--- src/rtl/hazard_unit.sv ---
// Hazard and forwarding unit for the 5-stage MIPS pipeline.
// Resolves load-use, branch and multi-cycle divide stalls plus E/D-stage forwarding.
module hazard_unit #(
    parameter int DIV_CYCLES = 32
) (
    input  logic        clk,
    input  logic        rst,
    input  logic [4:0]  rsD,
    input  logic [4:0]  rtD,
    input  logic [4:0]  rsE,
    input  logic [4:0]  rtE,
    input  logic [4:0]  writeregE,
    input  logic [4:0]  writeregM,
    input  logic [4:0]  writeregW,
    input  logic        regwriteE,
    input  logic        regwriteM,
    input  logic        regwriteW,
    input  logic        memtoregE,
    input  logic        memtoregM,
    input  logic        branchD,
    input  logic        divE,
    output logic        stallF,
    output logic        stallD,
    output logic        stallE,
    output logic        flushE,
    output logic        flushM,
    output logic        forwardAD,
    output logic        forwardBD,
    output logic [1:0]  forwardAE,
    output logic [1:0]  forwardBE,
    output logic        divbusy,
    output logic [31:0] stallcnt
);

    localparam int CW = (DIV_CYCLES > 1) ? $clog2(DIV_CYCLES) : 1;

    typedef enum logic {
        IDLE,
        BUSY
    } state_e;

    state_e         state_q, state_d;
    logic [CW-1:0]  cnt_q, cnt_d;
    logic [31:0]    stallcnt_q, stallcnt_d;

    logic           lwstall;
    logic           brstall;
    logic           divstall;

    // Register $0 is hardwired, so it never creates a dependency.
    function automatic logic hit(input logic [4:0] a, input logic [4:0] b);
        return (a != 5'd0) && (a == b);
    endfunction

    function automatic logic [1:0] fwd_sel(
        input logic [4:0] src,
        input logic       wm,
        input logic [4:0] rm,
        input logic       ww,
        input logic [4:0] rw
    );
        if (wm && hit(rm, src)) begin
            return 2'b10;
        end else if (ww && hit(rw, src)) begin
            return 2'b01;
        end
        return 2'b00;
    endfunction

    always_comb begin
        lwstall = memtoregE & regwriteE &
                  (hit(writeregE, rsD) | hit(writeregE, rtD));
        brstall = branchD &
                  ((regwriteE & (hit(writeregE, rsD) | hit(writeregE, rtD))) |
                   (memtoregM & (hit(writeregM, rsD) | hit(writeregM, rtD))));
    end

    always_comb begin
        state_d  = state_q;
        cnt_d    = cnt_q;
        divstall = 1'b0;
        unique case (state_q)
            IDLE: begin
                if (divE) begin
                    divstall = 1'b1;
                    state_d  = BUSY;
                    cnt_d    = CW'(DIV_CYCLES - 1);
                end
            end
            BUSY: begin
                if (cnt_q != '0) begin
                    divstall = 1'b1;
                    cnt_d    = cnt_q - CW'(1);
                end else begin
                    state_d  = IDLE;
                end
            end
            default: begin
                state_d = IDLE;
            end
        endcase
    end

    // Every status output is held low while reset is asserted.
    always_comb begin
        stallF    = ~rst & (lwstall | brstall | divstall);
        stallD    = stallF;
        stallE    = ~rst & divstall;
        flushM    = ~rst & divstall;
        flushE    = ~rst & (lwstall | brstall) & ~divstall;
        forwardAD = ~rst & regwriteM & hit(writeregM, rsD);
        forwardBD = ~rst & regwriteM & hit(writeregM, rtD);
        forwardAE = rst ? 2'b00 :
                    fwd_sel(rsE, regwriteM, writeregM, regwriteW, writeregW);
        forwardBE = rst ? 2'b00 :
                    fwd_sel(rtE, regwriteM, writeregM, regwriteW, writeregW);
        divbusy   = ~rst & (state_q == BUSY);
        stallcnt  = stallcnt_q;
    end

    assign stallcnt_d = stallcnt_q + 32'(stallF);

    always_ff @(posedge clk) begin
        if (rst) begin
            state_q    <= IDLE;
            cnt_q      <= '0;
            stallcnt_q <= '0;
        end else begin
            state_q    <= state_d;
            cnt_q      <= cnt_d;
            stallcnt_q <= stallcnt_d;
        end
    end

endmodule

--- config.mk ---
export PLATFORM = sky130hd
export DESIGN_NAME = hazard_unit
export DESIGN_NICKNAME = d
export VERILOG_FILES = /design/src/rtl/hazard_unit.sv
export SDC_FILE = /design/constraint.sdc
export NUM_CORES = 1
export LEC_CHECK = 0
export ABC_AREA = 1
export CORE_MARGIN = 1.5
export CORE_UTILIZATION = 45
export CTS_CLUSTER_DIAMETER = 40
export DETAILED_ROUTE_END_ITERATION = 10
export PLACE_DENSITY = 0.78
export RECOVER_POWER = 100
export REMOVE_ABC_BUFFERS = 1
export SLEW_MARGIN = 10
export SYNTH_ARGS = -nofsm -noshare
export SYNTH_HDL_FRONTEND = slang
export SYNTH_SLANG_ARGS = --single-unit
--- constraint.sdc ---
create_clock -name clk -period 2.9 [get_ports clk]
set_input_delay 0.725 -clock clk [delete_from_list [all_inputs] [get_ports clk]]
set_output_delay 0.725 -clock clk [all_outputs]
set_load 0.02 [all_outputs]
=== Word-level counts from Yosys, hierarchy flattened ===
Cells that the tools add are included.

* Multiplexer cells: 18
* Bitwise logic cells: 21
* Equality and inequality tests: 10
* Add/sub/neg operators: 2
* Reductions and logical operators: 17

{| class="wikitable"
|+ Operators by type and width
! cell !! number
|-
| $eq A5 B5 Y1 || 8
|-
| $add A32 B1 Y32 || 1
|-
| $reduce_bool A5 Y1 || 4
|-
| $mux W2 || 8
|-
| $and A1 B1 Y1 || 13
|-
| $logic_and A1 B1 Y1 || 12
|-
| $mux W5 || 2
|-
| $pmux W5 S2 || 1
|-
| $mux W1 || 6
|-
| $or A1 B1 Y1 || 5
|-
| $sub A5 B1 Y5 const B || 1
|-
| $not A1 Y1 || 3
|-
| $ne A2 B1 Y1 const B || 1
|-
| $ne A2 B2 Y1 const B || 1
|-
| $pmux W1 S2 || 1
|-
| $reduce_and A2 Y1 || 1
|}

* Register bits: 38
* Input bits: 44
* Output and inout port bits: 44

=== Logic depth before layout (Yosys ltp) ===
* Depth in word-level cells: 10
* Gate-level depth with buffers: 21

=== Worst setup path after synthesis ===
No wires, ideal clock.

* Path kind: input to register
* From: in writeregM[2]
* To: reg stallcnt_q[18] (netlist: stallcnt[18])
* Setup slack: 77 ps
* Library setup time: 114 ps
* Data arrival time: 2710 ps
* Path buffers: 1
* Stages: 21
* Cells stage by stage: buf_2 -> nor2_1 -> nand2_1 -> nor2_1 -> nor2_1 -> nand2_1 -> nand2_1 -> nand2_1 -> nand2_1 -> nand2_1 -> nand2_1 -> ha_1 -> ha_1 -> nand2_2 -> nor2_4 -> nand2_4 -> nor2_4 -> and2_4 -> nand3_2 -> nand2_1 -> nor2_2

* Word-level cells in the longest chain between the ends: 10

{| class="wikitable"
|+ Ends and longest elaborated chain
! item !! line !! RTL
|-
| from (decl) || 13 || <nowiki>input logic [4:0] writeregM,</nowiki>
|-
| $eq A5 B5 Y1 or $reduce_bool A5 Y1 (tied branches) || 52 || <nowiki>return (a != 5'd0) && (a == b);</nowiki>
|-
| $logic_and A1 B1 Y1 || 52 ||
|-
| $or A1 B1 Y1 * || 75 || <nowiki>(memtoregM & (hit(writeregM, rsD) | hit(writeregM, rtD))));</nowiki>
|-
| $and A1 B1 Y1 * || 75 ||
|-
| $or A1 B1 Y1 * || 74 || <nowiki>((regwriteE & (hit(writeregE, rsD) | hit(writeregE, rtD))) |</nowiki>
|-
| $and A1 B1 Y1 * || 73 || <nowiki>brstall = branchD &</nowiki>
|-
| $or A1 B1 Y1 * (2 in series) || 106 || <nowiki>stallF = ~rst & (lwstall | brstall | divstall);</nowiki>
|-
| $and A1 B1 Y1 * || 106 ||
|-
| net stallD || 23 || <nowiki>output logic stallD,</nowiki>
|-
| $add A32 B1 Y32 * || 121 || <nowiki>assign stallcnt_d = stallcnt_q + 32'(stallF);</nowiki>
|-
| to (signal assigned) || 131 || <nowiki>stallcnt_q <= stallcnt_d;</nowiki>
|-
| to (decl) || 44 || <nowiki>logic [31:0] stallcnt_q, stallcnt_d;</nowiki>
|}

Mark *: on every way through the listed nets, which the timed path passes. The rest lies on a longest branch.
A chain may end at the register's enable or synchronous reset.

=== Worst setup path after layout ===
* From: in rst
* To: out flushM

* Word-level cells in the longest chain between the ends: 2

{| class="wikitable"
|+ Ends and longest elaborated chain
! item !! line !! RTL
|-
| from (decl) || 7 || <nowiki>input logic rst,</nowiki>
|-
| $not A1 Y1 || 109 || <nowiki>flushM = ~rst & divstall;</nowiki>
|-
| $and A1 B1 Y1 || 109 ||
|-
| to (decl) || 26 || <nowiki>output logic flushM,</nowiki>
|}

No other way between the ends.

==> reports/summary.txt <==
Largest net degree at the start of global routing = 21
Commonest non-fill, non-tap cell in the layout = nand2_1
Worst Hold Depth = 2
Worst VDD drop = 0.2295 mV
Vert. Die Dim = 81.87 µm
Cells after Synth = 462
Post-synth EDFFs = 0
Seq cells post-synth = 38
Compound-cell area share of the yosys netlist = 10.77%
Post-route cell area = 0.004130 mm²
Reg2Reg Depth = 19
Top_reg_cell synth = dfxtp_1
Final setup margin = 76.27 ps
Total track usage = 27.13%
Most frequent cells in the layout = nand2_1, nor2_1, inv_1, buf_4, dfxtp_1
Placed Cells = 650
Crit path max fanout = 9
Initial drt markers = 140
Die width = 81.87 µm
Multi-input logic area = 0.001794 mm²
Vias/cell = 5.053
Vias in the first global route = 3237
Pwr Total = 1.287 mW
Worst slew pin tran = 327.7 ps
Die area = 0.006702 mm²
Storage element area = 760.7 µm²
XOR/XNOR share of the synthesized area = 6.571%
CTS tree = yes
Final cell count without fillers = 666
Gr ovfl total = 0
Clock sinks = 38
Io pins = 88
Outcome = finished clean
Area grow syn2layout = 47.56%
Placement Setup Slack = -597.7 ps
Crit end category = output port
Max clock buf depth = 2
R2r setup slk = 370 ps
Mean area per synthesized cell = 6.058 µm²
Final ANT Viol Nets = 0
Adder-cell area share of the yosys netlist = 1.341%
Final period utilization = 97.37%
Starting density of the core = 47.00%
CP Data Required Time = 2170 ps
CP arrival = 2100 ps
RSZ-0062 raised after global routing = true
Setup Skew = 13.25 ps
Leakage = 1.899 nW
Seq/Total Area, Yosys = 27.18%
Simple-gate share of the synthesized area = 43.27%
Gpl congestion = 0.9533
Largest family of logic cells by synthesized area = simple AND/OR/NAND/NOR gates
Total Wirelength = 8.873 mm
Port bufs = 87
Yosys warns = 0
N_diodes = 0
Hpwl dp = 7.034 mm
CP Class = input port to output port
Ys async rst share = 0%
Worst hold path type = register to register
Final hold slack = 470.6 ps
Core Area = 0.005956 mm²
Post-Syn Area = 0.002799 mm²
Global-route wire length before repair = 13.94 mm
WL/cell = 13.32 µm
Root buf cell = clkbuf_8
Fin. max-slew vios = 0
Clk_lat worst skew = 300 ps
Via count = 3365
Row Count = 28
Max H-tree Level = 2
Pwr Density = 311.6 mW/mm²
Fill cell count = 535
Instance area at placement = 0.003975 mm²
Initial antenna violation count = 0
Highest Clock Rate = 0.3541 GHz
Slew HR = 77.98%
Fin. Hold Viols = 0
CTS Buf Count = 5
Nets = 637
Post-synth cell types = 39
Layout cell share with drive strength beyond 1 = 17.43%
DRC = 0
Fin crit period = 2824 ps
Maxcap violations = 0
Clk slew on worst S/H paths = 70 ps
Post-synthesis mux area share = 0%
Element type at the critical path start = input port
Pre-antenna DRT Iters = 5
Endpoints failing setup = 0
-- Yosys cell counts, drive strengths merged, types with 3 or more instances --
cell / n / share of area, %
dfxtp: 38 / 27
nand2: 143 / 20
nand4: 7 / 1.6
xnor2: 6 / 1.9
ha: 3 / 1.3
nor2: 72 / 11
a21oi: 26 / 4.9
nor3: 22 / 5.1
nand3: 20 / 3.9
o21ai: 10 / 1.9
o22ai: 3 / 0.67
inv: 69 / 9.3
nand3b: 4 / 1.1
a211oi: 4 / 1.1
buf: 5 / 1.0
xor2: 15 / 4.7
-- worst max-delay path, stage by stage --
cell and delay, ps:
clkdlybuf4s50_1 490, clkinv_1 140, buf_4 210, nand2_1 120, inv_1 80, dlygate4sd2_1 320
-- routing by layer --
metal / vias up / track usage [%] / part of all wire [%]
met4: 0 / 12.54 / 2.5
li1: 1712 / - / -
met2: 126 / 49.75 / 51
met3: 18 / 4.000 / 5.3
met1: 1509 / 30.52 / 42
met5: - / 0 / 0
-- where the power goes --
part | internal (mW) | leakage (nW) | switching, mW | total [mW]
Sequential | 0.540 | 0.308 | 0.0156 | 0.555
Combinational | 0.157 | 1.54 | 0.177 | 0.335
Clock | 0.191 | 0.0472 | 0.206 | 0.397
Total | 0.888 | 1.90 | 0.399 | 1.29
-- registers in the layout (all words and copies together), names as in the netlist --
register and flops:
cnt_q 5, stallcnt 32, state_q 1
-- stage by stage --
stage	util, %	TNS (ps)
final	69.35	0
after global routing	69.35	-86.02
after CTS	68.30	0
after detailed placement	66.74	-15340
after global placement	66.74	-12990
after floorplan	-	0
-- path summary, 6_finish.rpt --
| check | start | endpoint |
|---|---|---|
| setup / recovery | rst | flushM |
| hold / removal | cnt_q[0] | cnt_q[0] |
| setup reg to reg | cnt_q[0] | stallcnt[22] |
| hold reg to reg | cnt_q[0] | cnt_q[0] |
-- final cells by class --
class,instances,share of cell area (%)
clock buffers,6,1.999
multi-input cells,346,43.44
repair buffers,128,27.08
clock inverters,2,0.3029
well taps,75,2.272
inverters,71,6.483
flip-flops and latches,38,18.42
-- what timing repair did --
item | in CTS | in global routing
setup buffers | 3 | 5
endpoints found under the setup margin | 33 | 30
pin swaps | 6 | 7
hold buffers | 0 | 0
resized for setup | 50 | 38
-- kinds of logic after synthesis --
logic type,Yosys count
DFF,38
and+or+nand+nor,271
xor gates and xnor gates,21
buffers and inverters,78
adders and majority gates,3
AOI/OAI and AO/OA,51
Power figures use the tool's default switching activity.
